===== src/rtl/usb_pkg.sv =====
// Shared encodings for the USB receive frame parser: FSM states, sync bytes, error causes.
package usb_pkg;

    typedef enum logic [2:0] {
        HUNT0,
        HUNT1,
        CMD,
        LEN,
        PAYLOAD,
        CHK
    } state_t;

    localparam logic [7:0] SYNC0 = 8'h55;
    localparam logic [7:0] SYNC1 = 8'hAA;

    typedef enum logic [1:0] {
        ERR_NONE = 2'd0,
        ERR_CHK  = 2'd1,
        ERR_LEN  = 2'd2,
        ERR_TMO  = 2'd3
    } err_t;

endpackage


===== src/rtl/usb_rx_frame_parser.sv =====
// Parses 55 AA CMD LEN payload CHK frames from the USB RX FIFO into a payload stream.
// Optional inter-byte timeout enabled by defining USB_RX_PARSER_TIMEOUT_EN.
module usb_rx_frame_parser
    import usb_pkg::*;
#(
    parameter int unsigned MAX_LEN     = 64,
    parameter int unsigned TIMEOUT_CYC = 60000
) (
    input  logic       usb_clk_60m,
    input  logic       sys_rst_n,
    input  logic [7:0] rx_data,
    input  logic       rx_valid,
    output logic       rx_ready,
    output logic [7:0] cmd_code,
    output logic [7:0] pay_data,
    output logic       pay_valid,
    output logic       pay_last,
    input  logic       pay_ready,
    output logic       frame_done,
    output logic       frame_err,
    output logic [1:0] err_code
);

    localparam int unsigned CNT_W     = $clog2(MAX_LEN + 1);
    localparam logic [7:0]  MAX_LEN_B = 8'(MAX_LEN);

    state_t             state, state_nxt;
    logic [CNT_W-1:0]   cnt;
    logic [7:0]         csum;
    logic               acc;
    logic               len_err;
    logic               chk_bad;
    logic               done_pend;
    logic               pend_err;
    logic               tmo_fire;

    assign rx_ready = (state == PAYLOAD) ? (~pay_valid | pay_ready) : 1'b1;
    assign acc      = rx_valid & rx_ready;
    assign len_err  = (state == LEN) && (rx_data > MAX_LEN_B);
    assign chk_bad  = (rx_data != csum);

`ifdef USB_RX_PARSER_TIMEOUT_EN
    localparam int unsigned TMO_W = $clog2(TIMEOUT_CYC + 1);
    logic [TMO_W-1:0] tmo_cnt;

    always_ff @(posedge usb_clk_60m or negedge sys_rst_n) begin
        if (!sys_rst_n)
            tmo_cnt <= '0;
        else if (state == HUNT0 || acc || tmo_fire)
            tmo_cnt <= '0;
        else
            tmo_cnt <= tmo_cnt + 1'b1;
    end

    assign tmo_fire = (state != HUNT0) && !acc && (tmo_cnt == TMO_W'(TIMEOUT_CYC - 1));
`else
    assign tmo_fire = 1'b0;
`endif

    always_ff @(posedge usb_clk_60m or negedge sys_rst_n) begin
        if (!sys_rst_n)
            state <= HUNT0;
        else
            state <= state_nxt;
    end

    always_comb begin
        state_nxt = state;
        if (acc) begin
            case (state)
                HUNT0:   if (rx_data == SYNC0) state_nxt = HUNT1;
                HUNT1: begin
                    if (rx_data == SYNC1)      state_nxt = CMD;
                    else if (rx_data != SYNC0) state_nxt = HUNT0;
                end
                CMD:     state_nxt = LEN;
                LEN: begin
                    if (len_err)              state_nxt = HUNT0;
                    else if (rx_data == 8'd0) state_nxt = CHK;
                    else                      state_nxt = PAYLOAD;
                end
                PAYLOAD: if (cnt == CNT_W'(1)) state_nxt = CHK;
                CHK:     state_nxt = HUNT0;
                default: state_nxt = HUNT0;
            endcase
        end
        if (tmo_fire)
            state_nxt = HUNT0;
    end

    always_ff @(posedge usb_clk_60m or negedge sys_rst_n) begin
        if (!sys_rst_n) begin
            cnt        <= '0;
            csum       <= '0;
            cmd_code   <= '0;
            pay_data   <= '0;
            pay_valid  <= 1'b0;
            pay_last   <= 1'b0;
            frame_done <= 1'b0;
            frame_err  <= 1'b0;
            err_code   <= ERR_NONE;
            done_pend  <= 1'b0;
            pend_err   <= 1'b0;
        end else begin
            frame_done <= 1'b0;
            if (pay_valid && pay_ready) begin
                pay_valid <= 1'b0;
                pay_last  <= 1'b0;
            end
            // A checksum that arrived while the last payload byte was stalled reports here.
            if (done_pend && pay_valid && pay_ready) begin
                frame_done <= 1'b1;
                frame_err  <= pend_err;
                err_code   <= pend_err ? ERR_CHK : ERR_NONE;
                done_pend  <= 1'b0;
            end
            if (acc) begin
                case (state)
                    CMD: begin
                        cmd_code <= rx_data;
                        csum     <= rx_data;
                    end
                    LEN: begin
                        csum <= csum ^ rx_data;
                        cnt  <= rx_data[CNT_W-1:0];
                        if (len_err) begin
                            frame_done <= 1'b1;
                            frame_err  <= 1'b1;
                            err_code   <= ERR_LEN;
                        end
                    end
                    PAYLOAD: begin
                        pay_data  <= rx_data;
                        pay_valid <= 1'b1;
                        pay_last  <= (cnt == CNT_W'(1));
                        cnt       <= cnt - 1'b1;
                        csum      <= csum ^ rx_data;
                    end
                    CHK: begin
                        if (!pay_valid || pay_ready) begin
                            frame_done <= 1'b1;
                            frame_err  <= chk_bad;
                            err_code   <= chk_bad ? ERR_CHK : ERR_NONE;
                        end else begin
                            done_pend <= 1'b1;
                            pend_err  <= chk_bad;
                        end
                    end
                    default: ;
                endcase
            end
            if (tmo_fire) begin
                frame_done <= 1'b1;
                frame_err  <= 1'b1;
                err_code   <= ERR_TMO;
                pay_valid  <= 1'b0;
                pay_last   <= 1'b0;
                done_pend  <= 1'b0;
            end
        end
    end

endmodule

===== config.mk =====
export PLATFORM = sky130hd
export DESIGN_NAME = usb_rx_frame_parser
export DESIGN_NICKNAME = d
export VERILOG_FILES = /design/src/rtl/usb_pkg.sv /design/src/rtl/usb_rx_frame_parser.sv
export SDC_FILE = /design/constraint.sdc
export NUM_CORES = 1
export LEC_CHECK = 0
export ABC_AREA = 1
export BUFFER_PORTS_ARGS = -buffer_cell sky130_fd_sc_hd__buf_2
export CORE_UTILIZATION = 45
export DETAILED_ROUTE_END_ITERATION = 10
export MAX_ROUTING_LAYER = met4
export PLACE_DENSITY = 0.73
export SYNTH_ARGS = -nofsm -noshare
export SYNTH_HDL_FRONTEND = slang
export SYNTH_SLANG_ARGS = --single-unit

===== constraint.sdc =====
create_clock -name usb_clk_60m -period 3.1 [get_ports usb_clk_60m]
set_input_delay 0.155 -clock usb_clk_60m [delete_from_list [all_inputs] [get_ports usb_clk_60m]]
set_output_delay 0.155 -clock usb_clk_60m [all_outputs]
set_load 0.02 [all_outputs]

Word level (Yosys, flattened, before mapping):

Index checks and enable logic that the tools add are counted.
Widths: inputs -> output; s select.

* bits in registers: 42
* bits of input ports: 12
* output and inout bits: 23
* word-level logic and storage cells: 86

* equal/unequal tests: 13
* $add $sub $neg: 1
* bitwise operators: 5
* reduce and logical (&&, ||, !) cells: 17
* mux-type cells: 37
* magnitude comparators: 1

Operator list (count)
* $mux 1: 22
* $pmux 8 s2: 1
* $mux 3: 5
* $pmux 3 s5: 1
* $pmux 7 s2: 1
* $eq 8x7->1 const B: 1
* $eq 8x8->1 const B: 1
* $gt 8x7->1 const B: 1
* $logic_not 8->1: 1
* $mux 2: 4
* $ne 8x7->1 const B: 1
* $ne 8x8->1: 1
* $reduce_and 2->1: 4
* $xor 8x8->8: 1
* $eq 7x1->1 const B: 1
* $sub 7x1->7 const B: 1
* $eq 3x2->1 const B: 2
* $eq 3x3->1 const B: 2
* $logic_and 1x1->1: 4
* $pmux 1 s2: 2
* $pmux 2 s2: 1
* $reduce_and 4->1: 1
* $reduce_bool 2->1: 2
* $eq 3x1->1 const B: 1
* 11 further kinds: 12

Logic depth before layout (Yosys ltp):

Gate-level depths: netlist (run 1).

* depth after elaboration: 6
* gate-level depth with buffers: 11
* mapped depth without buffers: 10

Worst setup path after synthesis (run 1):

OpenSTA, ideal clock, no wires.

* path kind: reg-to-reg
* start point: reg state[1]
* end point: reg csum[6]
* data arrival time: 1.296 ns
* period minus slack after synthesis: 1.370 ns
* data required time: 3.026 ns
* path buffers: 3
* setup time: 0.074 ns
* stages on the path, launching flop included: 11
* slack: 1.730 ns
* path through: dfrtp_1 > buf_6 > nor2_4 > nand2_2 > buf_6 > o21ai_4 > nand2_4 > nand2_4 > buf_6 > nand2_1 > o21ai_2

* longest elaborated chain between the ends: 4
* elaborated cells between the ends (all ways): 9
* those cells by class: 3 x eq/ne; 2 x mux; 1 x bitwise; 3 x reduce/logical

RTL lines
* from (decl): RTL line usb_rx_frame_parser.sv:27 `state_t state, state_nxt;`
* from (signal assigned): RTL line usb_rx_frame_parser.sv:64 `state <= state_nxt;`
* $eq 3x3->1 or $eq 3x2->1 (tied branches): RTL line usb_rx_frame_parser.sv:37, usb_rx_frame_parser.sv:118
* $reduce_or 2->1 (no source line) or $mux 1 (tied branches)
* $reduce_bool 2->1 (no source line) or $and 1x1->1 (tied branches)
* $reduce_and 2->1 (no source line)
* to (signal assigned): RTL line usb_rx_frame_parser.sv:121 `csum <= rx_data;`
* to (signal assigned): RTL line usb_rx_frame_parser.sv:124 `csum <= csum ^ rx_data;`
* to (signal assigned): RTL line usb_rx_frame_parser.sv:137 `csum <= csum ^ rx_data;`
* to (decl): RTL line usb_rx_frame_parser.sv:29 `logic [7:0] csum;`

Several ways; a longest one is shown, not always the timed one.
A chain may end at the register's enable or synchronous reset.

Worst setup path in the final report (run 1):

* start point: reg state[0]
* end point: reg csum[3]

Same word-level chain as after synthesis.

==> summary.md, run 1 <==
| Metric | Value |
|---|---|
| Worst Clk Skew | `0.00613 ns` |
| Combinational Power Share | `about a quarter` |
| RSZ-0062 raised after global routing | `no` |
| Largest net degree at the start of global routing | `43` |
| GRT overflow | `0` |
| Crit-path cells | `inv_2 > nand4_1 > nand2_4 > nand2_1 > o21ai_1` |
| Min Tclk post-route | `between 1.5 and 2 ns` |
| Max-slew violations | `0` |
| Die X | `around 74 um` |
| Clock transition at path regs | `about 0.080 ns` |
| Remaining antenna violation count after routing | `0` |
| CP max-delay cell | `nand4_1` |
| Int Pwr | `907 uW` |
| Post-synthesis cell area | `2320 um^2` |
| Post-Route Setup TNS | `0 ns` |
| Worst EP arrival | `roughly 2.2 ns` |
| RePlAce Congestion | `around 0.88` |
| CP Data Required Time | `~3.3 ns` |
| Met3 Resource Use GR | `4.12%` |
| Final period util | `62.9%` |
| Syn Area/Cell | `7.33 um^2` |
| Root Buffer | `clkbuf_8` |
| Startpoint types | `flop` |
| Ys async rst share | `100%` |
| Area Overhead vs Synth | `11.8%` |
| Ports | `35` |
| Worst Tran Pin Value | `0.912 ns` |
| Grt met1 use | `between 20% and 30%` |
| CP max stage delay | `0.62 ns` |
| First-pass GRT wire length | `8.85 mm` |
| WL final | `5.12 mm` |
| Starting density of the core | `47.9%` |
| Layout cell share with drive strength beyond 1 | `between 10% and 20%` |
| Worst Path Max Fanout | `21` |
| Max Buffers Root-to-Sink | `2` |
| Failing checks | `hold timing` |
| Achievable Freq | `0.513 GHz` |
| Slew HR | `39.2%` |
| Clk sinks | `42` |
| Pleak | `~1.4 nW` |
| M2 GR Usage | `around 36%` |
| Buffers plus inverters on the worst setup path | `1` |
| Htree depth | `2` |
| Clock Latency Late Sink | `0.30 ns` |
| CTS resizes | `0` |
| CP top delay family | `simple AND/OR/NAND/NOR gates` |
| Sw frac | `34.6%` |
| Most common cell after layout, fill and taps aside | `nand2_1` |
| Crit Path Class | `flop to flop` |
| Initial antenna violation count | `0` |
| Max cap viols | `0` |
| Core area | `4850 um^2` |
| Outcome | `complete, but fails checks` |
| CTS Buf Count | `5` |
| Most used DFF post-synth | `dfrtp_1` |
| Ys Warns | `0` |
| Die footprint | `5450 um^2` |
| Commonest non-fill, non-tap cells in the layout | `nand2_1, dfrtp_1, o21ai_0` |
| Die height | `about 74 um` |
| Final Hold Viols | `13` |
| Vias per cell | `4.93` |
| Gate Count Post-Synth | `317` |
| Pre-antenna DRT Iters | `4` |
| # fillers | `472` |
| Port Buffer Count | `34` |
| Post-synth EDFFs | `0` |
| Post-synthesis cell type count | `31` |
| Setup ws final | `1.15 ns` |
| Number of global-route vias before repair | `approximately 2000` |
| Peak VDD IR | `0.268 mV` |
| Total Routing Usage GR | `22.4%` |
| Hpwl dp | `3.71 mm` |
| Hold Slack | `-0.0197 ns` |
| Final Setup Violations | `0` |
| Sequential fraction of the synthesis area | `45.2%` |
| Final net count | `363` |
| TritonCTS clock tree | `done` |
| Clock network power share | `25.6%` |
| Flop pwr share | `roughly half` |
| Setup WS pre-CTS | `between 1 and 1.5 ns` |
| CTS hold repair buffers | `0` |
| DR vias | `2055` |
| Avg WL per Cell | `approximately 12 um` |
| Std-Cell Rows | `25` |
| Worst hold path class | `primary input to async pin` |
| # DRC | `0` |
| Antenna cells | `0` |
| Drt initial violations | `178` |
| Sw Pwr | `479 uW` |
| Worst Setup End Kind | `flop` |
| Post-Syn Nets | `~330` |
| Gr busiest metal | `met2` |
| Worst Setup SP | `state[0]` |
| Worst r2r src | `state[0]` |
| Register bit total from synthesis | `42` |
| Buffer count from post-CTS setup fixing | `0` |
| R2r setup slk | `1.15 ns` |
| Pwr per Cell Area | `534 nW/um^2` |
## stage by stage
step / std cells / area (um^2) / hold WS [ns] / util (%) / power, mW
2_1_floorplan: 317 / 2320 / -0.141 / - / 0.949
3_3_place_gp: 409 / 2510 / 0.344 / 51.8 / 1.03
3_5_place_dp: 409 / 2510 / 0.344 / 51.8 / 1.04
4_1_cts: 417 / 2600 / 0.0204 / 53.6 / 1.39
5_1_grt: 417 / 2600 / 0.0723 / 53.6 / 1.47
6_report: 417 / 2600 / -0.0197 / 53.6 / 1.39
## worst paths after layout
check                               to  cells past startpoint
max                            csum[3]                      5
max in group asynchronous  cmd_code[0]                      1
min in group usb_clk_60m      pay_last                      4
min reg2reg                   pend_err                      2
max reg2reg                    csum[3]                      5
min                          done_pend                      1
## cells in the mapped netlist, types with 2 or more instances
cell type | n | area share (%)
nand2_4 | 2 | 0.97
nor2_1 | 23 | 3.7
xnor2_1 | 4 | 1.5
o21ai_2 | 2 | 0.75
a21oi_1 | 5 | 1.1
o21ai_0 | 36 | 7.8
buf_2 | 2 | 0.43
nand4_1 | 5 | 1.3
nand2_1 | 122 | 20
nor3_1 | 4 | 0.86
o21ai_1 | 4 | 0.86
inv_1 | 32 | 5.2
nand3_1 | 12 | 2.6
ha_1 | 2 | 1.1
clkbuf_1 | 2 | 0.32
dfrtp_1 | 42 | 45
buf_6 | 3 | 1.5
buf_4 | 2 | 0.65
## registers in the layout, indices dropped and copies added, names as in the netlist
name	flops
pay_last	1
pay_data	8
err_code	2
csum	8
cnt	7
pend_err	1
pay_valid	1
cmd_code	8
frame_err	1
state	3
frame_done	1
done_pend	1
## routing by layer
layer,vias to the layer above,part of all wire [%]
met1,938,48
met5,-,0
met3,9,4.1
met2,52,47
li1,1056,-
met4,0,1.3
## logic make-up (layout without fill, tap and decap cells)
logic type | Yosys count | in the layout | synth area share, %
compound gates | 50 | 50 | 11.8
xor+xnor | 5 | 5 | 1.88
fa+ha+maj | 2 | 2 | 1.08
buf+inv | 43 | 76 | 8.45
flops | 42 | 42 | 45.2
simple gates | 175 | 175 | 31.6
## cell type report
class / count / area (um^2) / share of cell area, %
Timing Repair Buffer: 34 / 170 / 6.55
Clock buffer: 6 / 72.6 / 2.79
Tap cell: 67 / 83.8 / 3.23
Multi-Input combinational cell: 232 / 1080 / 41.4
Inverter: 34 / 130 / 5.01
Clock inverter: 2 / 13.8 / 0.530
Sequential cell: 42 / 1050 / 40.5
## power groups by stage
stage / clock (mW) / combinational, mW / sequential, mW
finish: 0.355 / 0.342 / 0.690
global placement: 0 / 0.335 / 0.694
detailed placement: 0 / 0.342 / 0.700
global route: 0.380 / 0.394 / 0.700
floorplan: 0 / 0.250 / 0.700
CTS: 0.359 / 0.344 / 0.689
(Power assumes the default switching activity.)
==> inputs of run 2 (changes only) <==
Settings changed: ABC_AREA 1 to 0, PLACE_DENSITY 0.73 to 0.74.
Clock period 3.1 ns to 1.83 ns, I/O delays scaled along.
==> summary.md, run 2 <==
| Metric | Value |
|---|---|
| Outcome | `finished clean` |
| Core area | `4720 um^2` |
| RePlAce Congestion | `0.891` |
| Pleak | `1.27 nW` |
| Most frequent cells after synthesis | `dfrtp_1, nand2_1, nor2_1` |
| Initial antenna violation count | `0` |
| Starting density of the core | `47.0%` |
| Drt initial violations | `113` |
| First-pass GRT wire length | `7.96 mm` |
| Antenna cells | `0` |
| RSZ-0062 raised after global routing | `no` |
| Clock transition at path regs | `about 0.08 ns` |
| Sequential fraction of the synthesis area | `47.4%` |
| Share of the synthesized area in the top cell type | `47.4%` |
| Die height | `72.2 um` |
| Worst-case reg-to-reg path depth | `4` |
| Root Buffer | `clkbuf_8` |
| Peak VDD IR | `between 0.6 and 0.7 mV` |
| Ports | `35` |
| DR vias | `roughly 1800` |
| Clock Latency Late Sink | `0.29 ns` |
| Pwr per Cell Area | `a little under 900 nW/um^2` |
| Achievable Freq | `0.580 GHz` |
| Post-Syn Nets | `236` |
| GRT overflow | `0` |
| TritonCTS clock tree | `done` |
| Worst r2r src | `state[1]` |
| Reg-to-reg endpoint | `cnt[0]` |
| Syn Area/Cell | `10.0 um^2` |
| Startpoint types | `flop` |
| Final Hold Viols | `0` |
| Avg WL per Cell | `14.7 um` |
| Max cap viols | `0` |
| Post-Route Setup TNS | `0 ns` |
| R2r setup slk | `0.11 ns` |
| Die X | `72.2 um` |
| Largest net degree at the start of global routing | `18` |
| Die footprint | `5220 um^2` |
| Post-synthesis cell area | `2220 um^2` |
| Hpwl dp | `3.48 mm` |
| Hold Slack | `0.0177 ns` |
| Number of global-route vias before repair | `1682` |
| Std-Cell Rows | `25` |
| Register bit total from synthesis | `42` |
| WL final | `slightly below 5 mm` |
| # DRC | `0` |
| Hold Path End | `done_pend` |
| Final Total Pwr | `2.28 mW` |
| Vias per cell | `5.42` |
| Clk sinks | `42` |
| Crit Path Class | `flop to flop` |
| Htree depth | `2` |
| Ys async rst share | `100%` |
| Max-slew violations | `0` |
| Inst Count DP | `319` |
| Port Buffer Count | `34` |
| Final std cells w/o fill | `328` |
| # fillers | `435` |
| Gate Count Post-Synth | `222` |
| Area leader, netlist | `dfrtp_1` |
| Worst Tran Pin Value | `0.361 ns` |
| Most numerous cell in the Yosys netlist | `dfrtp_1` |
| Slew HR | `about three quarters` |
| Worst hold path class | `primary input to flop` |
| Layout cell share with drive strength beyond 1 | `29.5%` |
| Final period util | `94.2%` |
| WHS Path Cells | `2` |
| Worst Setup End Kind | `flop` |
| Worst Clk Skew | `0.00996 ns` |
| Worst Path Max Fanout | `17` |
| Final net count | `between 200 and 300` |
| Commonest non-fill, non-tap cells in the layout | `dfrtp_1, buf_2, nor2_1, nand2_1, mux2_2` |
| Final Setup Violations | `0` |
| Fin util | `55.5%` |
| Buffer count from post-CTS setup fixing | `0` |
| Ys Warns | `0` |
| Max Buffers Root-to-Sink | `2` |
| HP Start | `pay_ready` |
| Most common cell after layout, fill and taps aside | `dfrtp_1` |
| Area Overhead vs Synth | `18.2%` |
| Largest registers | `cmd_code: 8 flops, csum: 8 flops, pay_data: 8 flops` |
| CTS Buf Count | `5` |
| Top post-synthesis cells by area | `dfrtp_1, mux2_2, mux2i_1` |
| Post-synth EDFFs | `0` |
| Total Routing Usage GR | `20.7%` |
| Pre-antenna DRT Iters | `4` |
| Worst EP arrival | `1.90 ns` |
| Most used DFF post-synth | `dfrtp_1` |
| Remaining antenna violation count after routing | `0` |
| Post-synthesis cell type count | `40` |
| CP Data Required Time | `2.00 ns` |
| Min Tclk post-route | `1.72 ns` |
## run 2: changes by cell type in the layout (fill, tap and decap cells not counted), sizes merged, moves of 5 or more
cell | previous run | this run
xnor2 | 4 | 9
mux2i | 0 | 10
nor2 | 25 | 18
nand3 | 13 | 5
nand2 | 125 | 18
nand2b | 0 | 7
o21ai | 43 | 15
mux2 | 0 | 17
inv | 34 | 5
nor4 | 0 | 5
buf | 34 | 49
a21oi | 5 | 16
## run 2: cell families (layout without fill, tap and decap cells)
kind of cell    after synthesis  after routing  synth area share, %
simple gates                 69             69                 15.6
compound gates               49             49                 13.9
flops                        42             42                 47.4
mux                          27             27                 13.1
buf+inv                      24             63                 5.35
xor+xnor                      9              9                 3.55
fa+ha+maj                     2              2                 1.13
## run 2: critical path, stage by stage, from the launching register on
cell and delay, ns:
dfrtp_1 0.42, or3b_4 0.44, a2bb2oi_4 0.17, nand2b_4 0.24, a211o_1 0.33
## run 2: cell type report
| class | count | area, um^2 | area share, % |
|---|---|---|---|
| clock buffer | 7 | 76.3 | 2.91 |
| clock inverter | 1 | 30.0 | 1.14 |
| inverter | 5 | 18.8 | 0.715 |
| multi-input combinational | 156 | 1070 | 40.8 |
| sequential | 42 | 1050 | 40.1 |
| tap | 67 | 83.8 | 3.20 |
| timing repair buffer | 50 | 293 | 11.2 |
## run 2: routing by layer
metal	up-vias	track usage (%)	part of all wire (%)
li1	860	-	-
met3	4	4.03	3.8
met1	862	26.4	45
met2	53	33.6	50
met4	0	5.88	0.72
met5	-	-	0
## run 2: worst max path at each step
| stage | cells past startpoint | slack, ns | from | endpoint |
|---|---|---|---|---|
| finish | 4 | 0.11 | state[1] | cnt[0] |
| global route | 6 | 0.009 | state[1] | cnt[0] |
| CTS | 6 | 0.06 | state[1] | cnt[0] |
| detailed placement | 6 | 0.1 | state[1] | cnt[0] |
| global placement | 5 | 0.11 | cnt[3] | state[0] |
| floorplan | 9 | 0.04 | state[2] | csum[4] |
## run 2: metrics by stage
stage	setup WS, ns	cell area [um^2]
floorplan	0.0417	2220
global placement	0.113	2490
detailed placement	0.0991	2490
CTS	0.0624	2600
global route	0.00913	2620
finish	0.107	2620
## run 2: power by group
part	internal [mW]	leakage [nW]	switching, mW
clock	0.408	0.0524	0.305
sequential	1.02	0.562	0.0838
combinational	0.216	0.655	0.245
## run 2: what timing repair did
item | in CTS | in global routing
resized for setup | 0 | 4
setup endpoints to repair | 0 | 12
hold endpoints to repair | 12 | 0
hold buffers | 1 | 0
==> inputs of run 3 (changes only) <==
Settings changed: GPL_TIMING_DRIVEN set to 0.
Clock period 1.83 ns to 2.2 ns, I/O delays scaled along.
==> summary.md, run 3 (same netlist as run 2, synthesis figures left out) <==
| Metric | Value |
|---|---|
| Outcome | `finished clean` |
| Slew HR | `37.8%` |
| Peak VDD IR | `0.520 mV` |
| Flop pwr share | `between 40% and 50%` |
| Std-Cell Rows | `25` |
| Final Total Pwr | `about 1.9 mW` |
| Met3 WL | `173 um` |
| CP top delay family | `simple AND/OR/NAND/NOR gates` |
| Number of global-route vias before repair | `1659` |
| Commonest non-fill, non-tap cells in the layout | `dfrtp_1, buf_2, nor2_1, nand2_1, mux2_2` |
| CP max stage delay | `0.43 ns` |
| Pre-antenna DRT Iters | `4` |
| Clock transition at path regs | `approximately 0.08 ns` |
| Reg area | `1050 um^2` |
| CTS resizes | `0` |
| # DRC | `0` |
| Clk sinks | `42` |
| Die X | `between 70 and 80 um` |
| Setup ws final | `0.181 ns` |
| Clock Latency Late Sink | `~0.30 ns` |
| Hpwl dp | `3.22 mm` |
| Pleak | `roughly 1.2 nW` |
| Fin util | `a little over half` |
| CP max-delay cell | `nor2b_1` |
| # fillers | `slightly above 400` |
| Vias per cell | `between 5 and 6` |
| TritonCTS clock tree | `done` |
| Startpoint types | `flop` |
| Starting density of the core | `47.0%` |
| Initial antenna violation count | `0` |
| Die height | `72.2 um` |
| Layout cell share with drive strength beyond 1 | `22.6%` |
| Die footprint | `around 5200 um^2` |
| Worst Tran Pin Value | `0.933 ns` |
| Core area | `4720 um^2` |
| Sw Pwr | `538 uW` |
| Crit Path Class | `flop to flop` |
| Port Buffer Count | `26` |
| Remaining antenna violation count after routing | `0` |
| Sw frac | `28.5%` |
| CP Data Required Time | `2.37 ns` |
| Inst Count DP | `315` |
| Hold Slack | `0.0329 ns` |
| Largest registers | `cmd_code: 8 flops, csum: 8 flops, pay_data: 8 flops` |
| Final Hold Viols | `0` |
| CTS hold repair buffers | `1` |
| Buffers plus inverters on the worst setup path | `3` |
| Achievable Freq | `0.495 GHz` |
| Worst hold path class | `primary input to flop` |
| WP depth | `8` |
| Drt initial violations | `105` |
| Avg WL per Cell | `14.3 um` |
| DR vias | `1786` |
| Worst Path Max Fanout | `10` |
| RePlAce Congestion | `0.786` |
| Max cap viols | `0` |
| Post-Route Setup TNS | `0 ns` |
| GRT overflow | `0` |
| Most common cell after layout, fill and taps aside | `dfrtp_1` |
| Total Routing Usage GR | `20.3%` |
| Largest net degree at the start of global routing | `43` |
| Post-DP Area | `2430 um^2` |
| Worst-case reg-to-reg path depth | `8` |
| Max-slew violations | `0` |
| Buffer count from post-CTS setup fixing | `0` |
| Met1 wire length | `2.15 mm` |
| Area Overhead vs Synth | `15.1%` |
| Worst EP arrival | `2.19 ns` |
| Int Pwr | `between 1 and 1.5 mW` |
| CTS Buf Count | `5` |
| WHS Path Cells | `2` |
| First-pass GRT wire length | `7.93 mm` |
| Crit-path cells | `clkbuf_1 > nor2b_1 > a2bb2oi_2 > nand2b_4 > buf_6 > buf_6 > mux2i_1 > mux2i_1` |
| Final period util | `between 90% and 100%` |
| Area of the multi-input gates | `1050 um^2` |
| Worst Setup End Kind | `flop` |
| Root Buffer | `clkbuf_8` |
| Clock network power share | `32.4%` |
| Pwr per Cell Area | `about 740 nW/um^2` |
| Htree depth | `2` |
| Worst Clk Skew | `~0.0046 ns` |
| Uppermost routed layer | `met4` |
| Setup WS pre-CTS | `0.237 ns` |
| Combinational Power Share | `18.3%` |
| Min Tclk post-route | `2.02 ns` |
| Ports | `35` |
| Final std cells w/o fill | `324` |
| Antenna cells | `0` |
| Final Setup Violations | `0` |
| Final instance area | `between 2000 and 3000 um^2` |
| WL final | `4.65 mm` |
| WL met2 | `2.21 mm` |
| Final net count | `270` |
| RSZ-0062 raised after global routing | `no` |
| Max Buffers Root-to-Sink | `2` |
==> run 3: cell count changes in the layout (fill, tap and decap cells not counted), moves of 3 or more <==
cell | before | now
buf_2 | 34 | 27
buf_6 | 0 | 3
buf_4 | 15 | 1
clkbuf_1 | 2 | 13
==> run 3: per-layer routing <==
metal / track usage [%] / up-vias
met5: - / -
met4: 8.06 / 0
met3: 4.44 / 11
met2: 30.5 / 54
met1: 26.8 / 870
li1: - / 851
==> run 3: path summary, 6_finish.rpt <==
kind                                start           to  slack [ns]
worst max-delay path             state[1]      csum[4]        0.18
worst min-delay path            pay_ready    done_pend        0.03
worst max register to register   state[1]      csum[4]        0.18
worst min register to register   pay_last     pay_last        0.50
max in group asynchronous       sys_rst_n  pay_data[6]        1.13
min in group asynchronous       sys_rst_n       cnt[4]        0.48
==> run 3: power by group through the flow <==
stage	logic [mW]	clock network, mW	registers (mW)
after floorplan	0.236	0	0.951
after global placement	0.332	0	0.937
after detailed placement	0.342	0	0.943
after CTS	0.346	0.623	0.928
after global routing	0.391	0.648	0.938
final	0.346	0.611	0.929
==> run 3: layout make-up <==
class / count / share of cell area (%)
multi-input cells: 156 / 41.1
flip-flops and latches: 42 / 41.2
inverters: 5 / 0.735
well taps: 67 / 3.28
repair buffers: 27 / 5.49
plain buffers: 19 / 3.92
clock buffers: 6 / 2.84
clock inverters: 2 / 1.47
==> run 3: worst register-to-register path: stages, from the launching register on <==
cell	delay [ns]
dfrtp_1	0.35
clkbuf_1	0.31
nor2b_1	0.43
a2bb2oi_2	0.16
nand2b_4	0.16
buf_6	0.13
buf_6	0.13
mux2i_1	0.13
mux2i_1	0.09
